$ cat config.mk
export PLATFORM = sky130hd
export DESIGN_NAME = id_stage
export DESIGN_NICKNAME = d
export VERILOG_FILES = /design/src/rtl/id_stage.sv
export SDC_FILE = /design/constraint.sdc
export NUM_CORES = 1
export LEC_CHECK = 0
export ABC_AREA = 1
export BUFFER_PORTS_ARGS = -buffer_cell sky130_fd_sc_hd__buf_2
export CAP_MARGIN = 25
export CORE_MARGIN = 5
export CORE_UTILIZATION = 40
export CTS_BUF_LIST = sky130_fd_sc_hd__clkbuf_4 sky130_fd_sc_hd__clkbuf_8 sky130_fd_sc_hd__clkbuf_16
export DETAILED_ROUTE_END_ITERATION = 8
export PLACE_DENSITY = 0.78
export SLEW_MARGIN = 20
export SYNTH_ARGS = -nofsm -noshare
export SYNTH_HDL_FRONTEND = slang
export SYNTH_SLANG_ARGS = --single-unit
$ cat constraint.sdc
create_clock -name clk_i -period 1.2 [get_ports clk_i]
set_input_delay 0 -clock clk_i [delete_from_list [all_inputs] [get_ports clk_i]]
set_output_delay 0 -clock clk_i [all_outputs]
set_load 0.01 [all_outputs]
$ cat src/rtl/id_stage.sv
// RV32I decode stage: register read addressing, write-back bypass, immediate and
// control decode, load-use hazard detection and the ID/EX pipeline register.
module id_stage #(
    parameter int unsigned X_LEN = 32
) (
    input  logic             clk_i,
    input  logic             rst_n_i,
    input  logic             if_id_valid_i,
    input  logic [X_LEN-1:0] if_id_pc_i,
    input  logic [31:0]      if_id_instr_i,
    output logic [4:0]       rs1_addr_o,
    output logic [4:0]       rs2_addr_o,
    input  logic [X_LEN-1:0] rs1_data_i,
    input  logic [X_LEN-1:0] rs2_data_i,
    input  logic             wb_reg_write_i,
    input  logic [4:0]       wb_rd_addr_i,
    input  logic [X_LEN-1:0] wb_data_i,
    input  logic             flush_i,
    output logic             stall_o,
    output logic             id_ex_valid_o,
    output logic [X_LEN-1:0] id_ex_pc_o,
    output logic [X_LEN-1:0] id_ex_rs1_data_o,
    output logic [X_LEN-1:0] id_ex_rs2_data_o,
    output logic [X_LEN-1:0] id_ex_imm_o,
    output logic [4:0]       id_ex_rs1_addr_o,
    output logic [4:0]       id_ex_rs2_addr_o,
    output logic [4:0]       id_ex_rd_addr_o,
    output logic [6:0]       id_ex_opcode_o,
    output logic [2:0]       id_ex_funct3_o,
    output logic [6:0]       id_ex_funct7_o,
    output logic             id_ex_reg_write_o,
    output logic             id_ex_mem_read_o,
    output logic             id_ex_mem_write_o
);

    localparam logic [6:0] OP_REG    = 7'b0110011;
    localparam logic [6:0] OP_IMM    = 7'b0010011;
    localparam logic [6:0] OP_LOAD   = 7'b0000011;
    localparam logic [6:0] OP_STORE  = 7'b0100011;
    localparam logic [6:0] OP_BRANCH = 7'b1100011;
    localparam logic [6:0] OP_LUI    = 7'b0110111;
    localparam logic [6:0] OP_AUIPC  = 7'b0010111;
    localparam logic [6:0] OP_JAL    = 7'b1101111;
    localparam logic [6:0] OP_JALR   = 7'b1100111;

    typedef struct packed {
        logic             valid;
        logic [X_LEN-1:0] pc;
        logic [X_LEN-1:0] rs1_data;
        logic [X_LEN-1:0] rs2_data;
        logic [X_LEN-1:0] imm;
        logic [4:0]       rs1_addr;
        logic [4:0]       rs2_addr;
        logic [4:0]       rd_addr;
        logic [6:0]       opcode;
        logic [2:0]       funct3;
        logic [6:0]       funct7;
        logic             reg_write;
        logic             mem_read;
        logic             mem_write;
    } id_ex_t;

    id_ex_t id_ex_d, id_ex_q;

    logic [6:0]        opcode;
    logic [4:0]        rs1, rs2, rd;
    logic signed [31:0] imm32;
    logic [X_LEN-1:0]  op1, op2;
    logic              reg_write, mem_read, mem_write;
    logic              rs1_used, rs2_used, hazard;

    assign opcode     = if_id_instr_i[6:0];
    assign rd         = if_id_instr_i[11:7];
    assign rs1        = if_id_instr_i[19:15];
    assign rs2        = if_id_instr_i[24:20];
    assign rs1_addr_o = rs1;
    assign rs2_addr_o = rs2;

    // The register file writes at the clock edge, so forward WB data into this cycle's read.
    always_comb begin
        op1 = rs1_data_i;
        op2 = rs2_data_i;
        if (wb_reg_write_i && (wb_rd_addr_i != 5'd0) && (wb_rd_addr_i == rs1)) op1 = wb_data_i;
        if (wb_reg_write_i && (wb_rd_addr_i != 5'd0) && (wb_rd_addr_i == rs2)) op2 = wb_data_i;
    end

    always_comb begin
        imm32 = '0;
        case (opcode)
            OP_IMM, OP_LOAD, OP_JALR:
                imm32 = {{20{if_id_instr_i[31]}}, if_id_instr_i[31:20]};
            OP_STORE:
                imm32 = {{20{if_id_instr_i[31]}}, if_id_instr_i[31:25], if_id_instr_i[11:7]};
            OP_BRANCH:
                imm32 = {{19{if_id_instr_i[31]}}, if_id_instr_i[31], if_id_instr_i[7],
                         if_id_instr_i[30:25], if_id_instr_i[11:8], 1'b0};
            OP_LUI, OP_AUIPC:
                imm32 = {if_id_instr_i[31:12], 12'b0};
            OP_JAL:
                imm32 = {{11{if_id_instr_i[31]}}, if_id_instr_i[31], if_id_instr_i[19:12],
                         if_id_instr_i[20], if_id_instr_i[30:21], 1'b0};
            default: imm32 = '0;
        endcase
    end

    always_comb begin
        reg_write = 1'b0;
        mem_read  = 1'b0;
        mem_write = 1'b0;
        case (opcode)
            OP_REG, OP_IMM, OP_LUI, OP_AUIPC, OP_JAL, OP_JALR: reg_write = 1'b1;
            OP_LOAD: begin
                reg_write = 1'b1;
                mem_read  = 1'b1;
            end
            OP_STORE: mem_write = 1'b1;
            default: ;
        endcase
        reg_write = reg_write & if_id_valid_i & (rd != 5'd0);
        mem_read  = mem_read & if_id_valid_i;
        mem_write = mem_write & if_id_valid_i;
    end

    assign rs1_used = (opcode != OP_LUI) && (opcode != OP_AUIPC) && (opcode != OP_JAL);
    assign rs2_used = (opcode == OP_REG) || (opcode == OP_STORE) || (opcode == OP_BRANCH);

    assign hazard = id_ex_q.valid && id_ex_q.mem_read && (id_ex_q.rd_addr != 5'd0) &&
                    if_id_valid_i &&
                    ((rs1_used && (rs1 == id_ex_q.rd_addr)) || (rs2_used && (rs2 == id_ex_q.rd_addr)));

    assign stall_o = hazard & ~flush_i;

    // Flush and load-use bubbles both leave an all-zero ID/EX entry.
    always_comb begin
        id_ex_d = '0;
        if (!flush_i && !hazard) begin
            id_ex_d.valid     = if_id_valid_i;
            id_ex_d.pc        = if_id_pc_i;
            id_ex_d.rs1_data  = op1;
            id_ex_d.rs2_data  = op2;
            id_ex_d.imm       = X_LEN'(imm32);
            id_ex_d.rs1_addr  = rs1;
            id_ex_d.rs2_addr  = rs2;
            id_ex_d.rd_addr   = rd;
            id_ex_d.opcode    = opcode;
            id_ex_d.funct3    = if_id_instr_i[14:12];
            id_ex_d.funct7    = if_id_instr_i[31:25];
            id_ex_d.reg_write = reg_write;
            id_ex_d.mem_read  = mem_read;
            id_ex_d.mem_write = mem_write;
        end
    end

    always_ff @(posedge clk_i) begin
        if (!rst_n_i) id_ex_q <= '0;
        else          id_ex_q <= id_ex_d;
    end

    assign id_ex_valid_o     = id_ex_q.valid;
    assign id_ex_pc_o        = id_ex_q.pc;
    assign id_ex_rs1_data_o  = id_ex_q.rs1_data;
    assign id_ex_rs2_data_o  = id_ex_q.rs2_data;
    assign id_ex_imm_o       = id_ex_q.imm;
    assign id_ex_rs1_addr_o  = id_ex_q.rs1_addr;
    assign id_ex_rs2_addr_o  = id_ex_q.rs2_addr;
    assign id_ex_rd_addr_o   = id_ex_q.rd_addr;
    assign id_ex_opcode_o    = id_ex_q.opcode;
    assign id_ex_funct3_o    = id_ex_q.funct3;
    assign id_ex_funct7_o    = id_ex_q.funct7;
    assign id_ex_reg_write_o = id_ex_q.reg_write;
    assign id_ex_mem_read_o  = id_ex_q.mem_read;
    assign id_ex_mem_write_o = id_ex_q.mem_write;

endmodule

Word level (Yosys, flattened, before mapping)
Cells that the tools add are included.
{"block": "classes", "n_addsub": 0, "mul": 0, "div": 0, "magnitude_cmp": 0, "n_eq_ne": 16, "shift": 0, "n_mux": 6, "bitwise": 6, "n_reduce_logical": 24}
{"op": "$pmux W32 S5", "n": 1}
{"op": "$mux W32", "n": 2}
{"op": "$eq A7 B6 Y1 const B", "n": 3}
{"op": "$eq A7 B7 Y1 const B", "n": 3}
{"op": "$eq A5 B5 Y1", "n": 4}
{"op": "$reduce_bool A5 Y1", "n": 3}
{"op": "$eq A7 B5 Y1 const B", "n": 2}
{"op": "$logic_and A1 B1 Y1", "n": 12}
{"op": "$eq A7 B2 Y1 const B", "n": 1}
{"op": "$ne A7 B5 Y1 const B", "n": 1}
{"op": "$ne A7 B6 Y1 const B", "n": 1}
{"op": "$ne A7 B7 Y1 const B", "n": 1}
{"op": "$reduce_or A7 Y1", "n": 1}
{"op": "$and A1 B1 Y1", "n": 5}
{"op": "$logic_or A1 B1 Y1", "n": 3}
{"op": "$mux W1", "n": 3}
{"op": "$reduce_or A3 Y1", "n": 1}
{"op": "$logic_not A1 Y1", "n": 2}
{"op": "$reduce_and A2 Y1", "n": 1}
{"op": "$reduce_or A2 Y1", "n": 1}
{"op": "$not A1 Y1", "n": 1}
{"block": "word_totals", "register_bits": 164, "latch_bits": 0, "ramBits": 0, "mem_bits_ro": 0, "out_inout_bits": 175, "elab_cells": 66, "mem_count": 0}

Logic depth before layout (Yosys ltp)
Gate-level depths: netlist (run 1).
{"block": "depth", "depth_word": 9, "ltp_mapped": 13, "ltp_nobuf": 11}

Worst setup path after synthesis (run 1)
Ideal clock, no wire load.
{"block": "synth_path", "path_type": "reg2reg", "from": "reg id_ex_q (netlist bit id_ex_rd_addr_o[4])", "to": "reg id_ex_q (netlist bit id_ex_imm_o[0])", "setup_time_ns": 0.118, "t_arrival_ns": 1.261, "t_required_ns": 1.082, "path_slack_ns": -0.179, "stages_incl_launch_ff": 12, "path_buffers": 2, "period_less_slack_ns": 1.379, "cell_sequence": "dfxtp_1 -> inv_1 -> nand2_1 -> o21ai_0 -> nor2_1 -> nand3_1 -> nand2_1 -> nand2_1 -> nand2_2 -> buf_6 -> buf_6 -> nor2_1"}
{"block": "synth_via", "elab_chain_cells": 7, "elab_cells_between_ends": 12, "cone_classes": "2 x eq/ne; 10 x reduce/logical"}
{"item": "start, declared", "line_no": "63", "text": "id_ex_t id_ex_d, id_ex_q;"}
{"item": "start signal, assigned", "line_no": "156", "text": "else id_ex_q <= id_ex_d;"}
{"item": "$eq A5 B5 Y1 or $reduce_bool A5 Y1 (tied branches)", "line_no": "129, 127"}
{"item": "$logic_and A1 B1 Y1 (on tied branches)", "line_no": "129, 127"}
{"item": "$logic_or A1 B1 Y1 or $logic_and A1 B1 Y1 (tied branches)", "line_no": "129, 127"}
{"item": "$logic_and A1 B1 Y1 (*)", "line_no": "128", "text": "if_id_valid_i &&"}
{"item": "$logic_not A1 Y1 (*)", "line_no": "136", "text": "if (!flush_i && !hazard) begin"}
{"item": "$logic_and A1 B1 Y1 (*)", "line_no": "136"}
{"item": "$reduce_and A2 Y1 (no source line) (*)"}
Mark *: on every way between the ends. The rest lies on a longest branch, timed or not.
A chain may end at the register's enable or synchronous reset.

Worst setup path after layout (run 1)
{"block": "layout_path", "from": "reg id_ex_q (netlist bit id_ex_rd_addr_o[1])", "to": "out stall_o"}
{"block": "layout_via", "elab_chain_cells": 5, "elab_cells_between_ends": 10, "cone_classes": "2 x eq/ne; 1 x bitwise; 7 x reduce/logical"}
{"item": "$eq A5 B5 Y1 or $reduce_bool A5 Y1 (tied branches)", "line_no": "129, 127"}
{"item": "$logic_and A1 B1 Y1 (on tied branches)", "line_no": "129, 127"}
{"item": "$logic_or A1 B1 Y1 or $logic_and A1 B1 Y1 (tied branches)", "line_no": "129, 127"}
{"item": "$logic_and A1 B1 Y1 (*)", "line_no": "128"}
{"item": "$and A1 B1 Y1 (*)", "line_no": "131", "text": "assign stall_o = hazard & ~flush_i;"}
{"item": "end, declared", "line_no": "19", "text": "output logic stall_o,"}
Marked as above.

==> tab_implementation.tex, run 1 <==
\begin{tabular}{lr}
\hline
Metric & Value \\
\hline
\multicolumn{2}{l}{\textbf{Power}} \\
Largest vdd supply drop & 0.8718 mV \\
Leakage power of the design & 6.170 nW \\
Post-route total power & 0.01348 W \\
Power per cell area & 1138 mW/mm2 \\
\multicolumn{2}{l}{\textbf{Die}} \\
Horizontal extent of the die & 135.7 um \\
Die Area & 0.01841 mm2 \\
I/O Pins & 345 \\
Count of standard-cell rows & 46 \\
Die Y-Extent & 135.7 um \\
Core area & 0.01571 mm2 \\
Effective utilization at floorplan & 40.21\% \\
\multicolumn{2}{l}{\textbf{Place}} \\
Routability cong. & 0.8892 \\
Half-perimeter wire length after detailed placement & 15.34 mm \\
Dpl cell area & 0.008493 mm2 \\
PortBufs & 344 \\
\multicolumn{2}{l}{\textbf{Finish}} \\
Synth-to-Final Area Change & 87.49\% \\
Ratio of cells with drive above 1 in the final layout & 42.14\% \\
Most frequent cells in the layout & 343 x buf\_2, 159 x dfxtp\_1, 158 x nand2\_1, 158 x dlygate4sd3\_1, 117 x inv\_1 \\
Final std cell area, no fill & 0.01185 mm2 \\
Post-layout nets & 1,562 \\
Filler cell count in the final layout & 924 \\
Most common library cell in the layout ignoring fill and taps & buf\_2 \\
\multicolumn{2}{l}{\textbf{GRT}} \\
Maximum number of pins on one net before global-route repair & 52 \\
Antenna violations before repair & 3 \\
Via count of the first global-routing pass & 8,223 \\
Global-route wire length before repair & 41.75 mm \\
Global route overflow & 0 \\
Gr usage total & 29.08\% \\
\multicolumn{2}{l}{\textbf{Clock network}} \\
TritonCTS buffer count & 17 \\
Library cell used as clock root buffer & clkbuf\_16 \\
Clock latency reported for the late side of the worst-skew pair & 0.43 ns \\
TritonCTS clock tree & done \\
Buffer levels on the longest clock path & 2 \\
Count of H-tree levels built during CTS & 4 \\
Clock Pin Slew Worst Setup and Hold Paths & 0.07 ns \\
Number of clock sinks & 164 \\
\multicolumn{2}{l}{\textbf{Run}} \\
Reported max-cap violation count & 0 \\
\multicolumn{2}{l}{\textbf{Min path}} \\
Hold EP & id\_ex\_imm\_o[0] \\
Type of the worst min-delay path & primary input to flop \\
Hold path startpoint & if\_id\_instr\_i[20] \\
Worst Hold Path Cells & 4 \\
\multicolumn{2}{l}{\textbf{STA}} \\
Remaining max-slew budget at the tightest pin & 28.51\% \\
Setup repair after global routing missed its margin & true \\
Slew at the pin with the worst max-slew slack & 1.068 ns \\
Final Hold Vio Count & 0 \\
Final worst setup slack & -0.4579 ns \\
Final critical path time including I/O delays and setup & 1.658 ns \\
Worst clock skew on the final layout & 0.01079 ns \\
Setup violation total in the final timing report & 165 \\
Final worst-path cycle share & 138.2\% \\
Final Slew Violations & 0 \\
Achievable clock frequency & 0.6032 GHz \\
\multicolumn{2}{l}{\textbf{Critical path}} \\
Startpoint of the worst register-to-register path & id\_ex\_rd\_addr\_o[1] \\
Critical path data arrival time & 1.66 ns \\
Path type of the worst setup path & flop to primary output \\
Reg-to-reg setup timing slack & -0.42 ns \\
Slowest cell on crit path & dfxtp\_4 \\
Required time at the worst-slack endpoint & 1.20 ns \\
Critical path cell sequence & xnor2\_2 -> nand2\_1 -> nor2\_1 -> nand3\_1 -> nand2\_1 -> nand2\_2 -> buf\_6 -> nor2\_4 -> buf\_6 \\
Sort of element at the start of the critical path & flop \\
Largest stage delay, worst path & 0.37 ns \\
Reg2Reg Depth & 10 \\
Endpoint of the worst register-to-register path & id\_ex\_rs2\_data\_o[16] \\
Highest net fanout along the worst path & 5 \\
Crit. End Element & primary output \\
\multicolumn{2}{l}{\textbf{Synth}} \\
Register bit count reported by yosys & 164 \\
Sequential cell area fraction in the yosys report & 51.96\% \\
Count of synthesis-stage warnings from yosys & 0 \\
Net Count, Synth & 1,016 \\
Synthesized instance count & 846 \\
Post-Syn Area per Cell & 7.469 um2 \\
Mapped Area & 0.006319 mm2 \\
Distinct cell type count after synthesis & 27 \\
\multicolumn{2}{l}{\textbf{Route}} \\
DR iter-0 viols & 556 \\
First-pass iteration count of the detailed router & 5 \\
Residual DRC & 0 \\
Post-route antenna net violation count & 0 \\
Final wirelength & 31.91 mm \\
Vias post-DR & 8,339 \\
Vias per Instance & 5.132 \\
Final routed wire length divided by cell count & 19.64 um \\
\multicolumn{2}{l}{\textbf{Outcome}} \\
Result of the run & complete, but fails checks \\
Failing checks & negative setup slack \\
\hline
\end{tabular}
-- area by class of cell --
type	count	area, um2	area share [%]
Timing Repair Buffer	575	4287	36.18
Sequential cell	164	3297	27.83
Multi-Input combinational cell	495	2897	24.45
Inverter	139	521.8	4.404
Clock buffer	17	425.4	3.591
Tap cell	216	270.3	2.281
Clock inverter	15	138.9	1.172
Antenna cell	4	10.01	0.08449
-- power by group --
group          switching (W)  internal (W)
combinational        0.00134       0.00119
clock                0.00251       0.00274
sequential         0.0000695       0.00562
-- routing by layer --
metal | part of all wire, % | vias up | track usage (%)
met5 | 0.022 | - | 0
met3 | 11 | 209 | 9.658
li1 | - | 3620 | -
met1 | 33 | 3856 | 29.74
met2 | 49 | 652 | 51.55
met4 | 7.0 | 2 | 17.13
-- kinds of logic after synthesis --
logic type	Yosys count	share of synthesized area, %
and+or+nand+nor	443	28.61
buffers and inverters	189	14.18
DFF	164	51.96
AOI/OAI and AO/OA	36	3.307
xor gates and xnor gates	14	1.941
-- synth_stat cells --
cell type / count / share of area [%]
nor2_1: 189 / 11
dfxtp_1: 164 / 52
nand2_1: 161 / 9.6
inv_1: 119 / 7.1
nand3_1: 75 / 5.9
buf_6: 18 / 3.2
clkinv_1: 18 / 1.1
o21ai_0: 17 / 1.3
buf_2: 11 / 0.87
clkbuf_1: 11 / 0.65
buf_4: 10 / 1.2
a22oi_1: 9 / 1.1
xnor2_1: 8 / 1.1
nor2_2: 7 / 0.69
a21oi_1: 6 / 0.48
xor2_1: 6 / 0.83
nand2_2: 3 / 0.30
nor3_1: 3 / 0.24
inv_2: 2 / 0.12
nand4_1: 2 / 0.20
nand2_4: 1 / 0.18
nand3_2: 1 / 0.16
nand3b_1: 1 / 0.12
o211ai_1: 1 / 0.12
o21ai_1: 1 / 0.079
o21bai_1: 1 / 0.12
o22ai_1: 1 / 0.099
-- worst max-delay path by stage --
stage | from | end | slack (ns) | depth (start not counted)
after CTS | id_ex_rd_addr_o[1] | stall_o | -0.49 | 11
final | id_ex_rd_addr_o[1] | stall_o | -0.46 | 9
after detailed placement | id_ex_rd_addr_o[0] | id_ex_pc_o[14] | -0.36 | 9
after floorplan | id_ex_rd_addr_o[1] | id_ex_imm_o[12] | -0.10 | 12
after global placement | id_ex_rd_addr_o[1] | id_ex_imm_o[5] | -0.27 | 11
after global routing | id_ex_rd_addr_o[1] | stall_o | -0.54 | 9
-- timing repair --
item / 4_1_cts / 5_1_grt
endpoints found under the setup margin: 165 / 165
resized for setup: 19 / 212
hold buffers: 158 / 0
hold endpoints to repair: 146 / 0
cloned: 11 / 6
pin swaps: 5 / 8
buffers inserted: 2 / 0
-- state kept, by name, indices dropped and copies added (netlist names) --
| signal | count |
|---|---|
| id_ex_imm_o | 32 |
| id_ex_pc_o | 32 |
| id_ex_rs1_data_o | 32 |
| id_ex_rs2_data_o | 32 |
| id_ex_funct7_o | 7 |
| id_ex_opcode_o | 7 |
| id_ex_rd_addr_o | 5 |
| id_ex_rs1_addr_o | 5 |
| id_ex_rs2_addr_o | 5 |
| id_ex_funct3_o | 3 |
| id_ex_mem_read_o | 1 |
| id_ex_mem_write_o | 1 |
| id_ex_reg_write_o | 1 |
| id_ex_valid_o | 1 |
-- per-stage QoR --
stage / utilization [%] / setup TNS (ns) / setup WS, ns / hold WS, ns / std cells
after floorplan: - / -14.06 / -0.1004 / 0.04753 / 846
after global placement: 54.05 / -39.17 / -0.2728 / 0.2125 / 1413
after detailed placement: 54.05 / -48.56 / -0.3647 / 0.2177 / 1413
after CTS: 70.29 / -68.91 / -0.4869 / 0.008905 / 1616
after global routing: 75.36 / -73.16 / -0.5367 / 0.03702 / 1623
final: 75.39 / -61.30 / -0.4579 / 0.01853 / 1625
-- worst max-delay path, delay by kind of cell, from the launching register on --
kind / cells / cell delay (ns)
XOR/XNOR: 1 / 0.13
buffers and inverters: 2 / 0.23
flip-flops: 1 / 0.37
AND/OR/NAND/NOR: 6 / 0.50
Note: power is estimated with default switching activity, not from simulation.
==> inputs of run 2 (changes only) <==
--- a/config.mk
+++ b/config.mk
@@ -6,7 +6,7 @@
 export NUM_CORES = 1
 export LEC_CHECK = 0
 export ABC_AREA = 1
-export BUFFER_PORTS_ARGS = -buffer_cell sky130_fd_sc_hd__buf_2
+export BUFFER_PORTS_ARGS = -buffer_cell sky130_fd_sc_hd__clkbuf_2
 export CAP_MARGIN = 25
 export CORE_MARGIN = 5
 export CORE_UTILIZATION = 40
==> run 2 against run 1 <==
Compared with the run above:
- the run still ends with negative setup slack left
- largest cell class unchanged
- non-clock buffer count is 12 higher
- highest routed layer is now met4
- wire length is 11% higher
- via count is 3.2% higher
- clock power is 12% higher
- sequential cell count stayed put
- fmax is 6.5% lower
- global-route usage is 0.56 points higher
- critical path depth is 1 higher
- die area stayed put
- sequential power hardly changed
==> tab_implementation.tex, run 2 (synthesized netlist as in run 1, its figures left out) <==
\begin{tabular}{lr}
\hline
Metric & Value \\
\hline
\multicolumn{2}{l}{\textbf{Outcome}} \\
Result of the run & complete, but fails checks \\
Failing checks & negative setup slack \\
\multicolumn{2}{l}{\textbf{Critical path}} \\
Path type of the worst setup path & flop to flop \\
Buffering stage count on the worst path with inverters included & 4 \\
Sort of element at the start of the critical path & flop \\
Largest stage delay, worst path & 0.36 ns \\
Critical path data arrival time & 2.13 ns \\
Critical path cell sequence & buf\_4 -> nor3\_2 -> nand3\_1 -> nand4\_1 -> inv\_1 -> nand2\_2 -> buf\_12 -> nand2\_4 -> clkbuf\_16 -> nor2\_1 \\
Crit. End Element & flop \\
Highest net fanout along the worst path & 6 \\
Slowest cell on crit path & dfxtp\_4 \\
Top delay family on crit path & simple AND/OR/NAND/NOR gates \\
Required time at the worst-slack endpoint & 1.55 ns \\
\multicolumn{2}{l}{\textbf{GRT}} \\
Maximum number of pins on one net before global-route repair & 45 \\
Antenna violations before repair & 3 \\
Via count of the first global-routing pass & 8,360 \\
Global-route wire length before repair & 42.75 mm \\
Global route overflow & 0 \\
Gr usage total & 29.64\% \\
\multicolumn{2}{l}{\textbf{Place}} \\
Post-placement worst setup slack & -0.3526 ns \\
Dpl cell area & 0.008483 mm2 \\
Routability cong. & 0.8994 \\
Half-perimeter wire length after detailed placement & 15.56 mm \\
PortBufs & 344 \\
\multicolumn{2}{l}{\textbf{Route}} \\
Vias post-DR & 8,608 \\
Final routed wire length divided by cell count & 21.54 um \\
DR iter-0 viols & 811 \\
Vias per Instance & 5.249 \\
Residual DRC & 0 \\
Final wirelength & 35.33 mm \\
Post-route antenna net violation count & 0 \\
First-pass iteration count of the detailed router & 6 \\
\multicolumn{2}{l}{\textbf{Die}} \\
Die Y-Extent & 135.7 um \\
I/O Pins & 345 \\
Horizontal extent of the die & 135.7 um \\
Count of standard-cell rows & 46 \\
Die Area & 0.01841 mm2 \\
Effective utilization at floorplan & 40.21\% \\
Core area & 0.01571 mm2 \\
\multicolumn{2}{l}{\textbf{Finish}} \\
Most common library cell in the layout ignoring fill and taps & clkbuf\_2 \\
Filler cell count in the final layout & 841 \\
Post-layout nets & 1,575 \\
Synth-to-Final Area Change & 96.89\% \\
Ratio of cells with drive above 1 in the final layout & 45.56\% \\
Final std cell area, no fill & 0.01244 mm2 \\
Most frequent cells in the layout & 343 x clkbuf\_2, 159 x dfxtp\_1, 158 x nand2\_1, 158 x dlygate4sd3\_1, 122 x nor2\_4 \\
\multicolumn{2}{l}{\textbf{STA}} \\
Final worst-path cycle share & 147.8\% \\
Setup repair after global routing missed its margin & true \\
Slew at the pin with the worst max-slew slack & 1.276 ns \\
Worst clock skew on the final layout & 0.009722 ns \\
Setup violation total in the final timing report & 165 \\
Final critical path time including I/O delays and setup & 1.774 ns \\
Achievable clock frequency & 0.5638 GHz \\
Remaining max-slew budget at the tightest pin & 14.64\% \\
Final Hold Vio Count & 0 \\
Final Hold Slack & 0.02961 ns \\
Final Slew Violations & 0 \\
Final worst setup slack & -0.5736 ns \\
\multicolumn{2}{l}{\textbf{Clock network}} \\
Clock latency reported for the late side of the worst-skew pair & 0.42 ns \\
Count of H-tree levels built during CTS & 4 \\
TritonCTS buffer count & 17 \\
Number of clock sinks & 164 \\
Clock Pin Slew Worst Setup and Hold Paths & 0.07 ns \\
Buffer levels on the longest clock path & 2 \\
Library cell used as clock root buffer & clkbuf\_16 \\
TritonCTS clock tree & done \\
\multicolumn{2}{l}{\textbf{Power}} \\
Largest vdd supply drop & 0.8867 mV \\
Sw frac & 28.61\% \\
Clock power frac & 40.9\% \\
Seq pwr share & 39.7\% \\
Power per cell area & 1154 mW/mm2 \\
P\_int & 0.01025 W \\
Leakage power of the design & 6.244 nW \\
Net switching power & 0.004109 W \\
Power share of the combinational group & 19.4\% \\
\multicolumn{2}{l}{\textbf{Run}} \\
Reported max-cap violation count & 0 \\
\multicolumn{2}{l}{\textbf{Min path}} \\
Type of the worst min-delay path & primary input to flop \\
\hline
\end{tabular}
[run 2: layout make-up]
class | count | area [um2] | area share, %
Clock inverter | 12 | 153.9 | 1.237
Timing Repair Buffer | 587 | 4481 | 36.02
Multi-Input combinational cell | 496 | 3228 | 25.95
Sequential cell | 164 | 3299 | 26.52
Antenna cell | 6 | 15.01 | 0.1207
Inverter | 139 | 521.8 | 4.194
Clock buffer | 20 | 471.7 | 3.792
Tap cell | 216 | 270.3 | 2.172
[run 2: power by group through the flow]
| stage | clock network [W] | logic [W] | registers (W) |
|---|---|---|---|
| 3_5_place_dp | 0 | 0.00151 | 0.00581 |
| 4_1_cts | 0.00586 | 0.00213 | 0.00568 |
| 3_3_place_gp | 0 | 0.00148 | 0.00580 |
| 6_report | 0.00587 | 0.00278 | 0.00571 |
| 5_1_grt | 0.00614 | 0.00290 | 0.00571 |
| 2_1_floorplan | 0 | 0.000638 | 0.00590 |
[run 2: worst paths after layout]
path	end	slack (ns)	startpoint	cells after the start
max	id_ex_rs1_data_o[16]	-0.57	id_ex_rd_addr_o[3]	10
min	id_ex_imm_o[0]	0.03	if_id_instr_i[20]	4
max reg2reg	id_ex_rs1_data_o[16]	-0.57	id_ex_rd_addr_o[3]	10
min reg2reg	id_ex_rs2_data_o[10]	1.12	id_ex_valid_o	7
[run 2: timing repair]
item | 4_1_cts | 5_1_grt
gates cloned | 12 | 13
pin swaps | 3 | 7
setup buffers | 2 | 3
gates resized for setup | 22 | 298
endpoints found under the hold margin | 147 | 0
hold buffers | 158 | 0
endpoints found under the setup margin | 165 | 165
[run 2: stage by stage]
| step | util [%] | cells | total power, W | TNS (ns) |
|---|---|---|---|---|
| after floorplan | - | 846 | 0.006540 | -14.06 |
| after CTS | 71.04 | 1619 | 0.01367 | -73.06 |
| after global routing | 79.13 | 1637 | 0.01476 | -92.55 |
| final | 79.18 | 1640 | 0.01436 | -84.98 |
| after detailed placement | 53.99 | 1415 | 0.007314 | -48.86 |
| after global placement | 53.99 | 1415 | 0.007284 | -39.79 |
[run 2: per-layer routing]
| metal | vias to the layer above | GRT usage [%] | wire [um] |
|---|---|---|---|
| met3 | 274 | 9.547 | 3926 |
| met5 | - | 0 | 0 |
| met4 | 0 | 16.63 | 3075 |
| met2 | 744 | 52.99 | 17230 |
| li1 | 3651 | - | - |
| met1 | 3939 | 30.46 | 11110 |
[run 2: worst register-to-register path, cell delays in order, from the launching register on]
cell	delay (ns)
dfxtp_4	0.36
buf_4	0.14
nor3_2	0.15
nand3_1	0.13
nand4_1	0.10
inv_1	0.06
nand2_2	0.09
buf_12	0.15
nand2_4	0.15
clkbuf_16	0.28
nor2_1	0.11
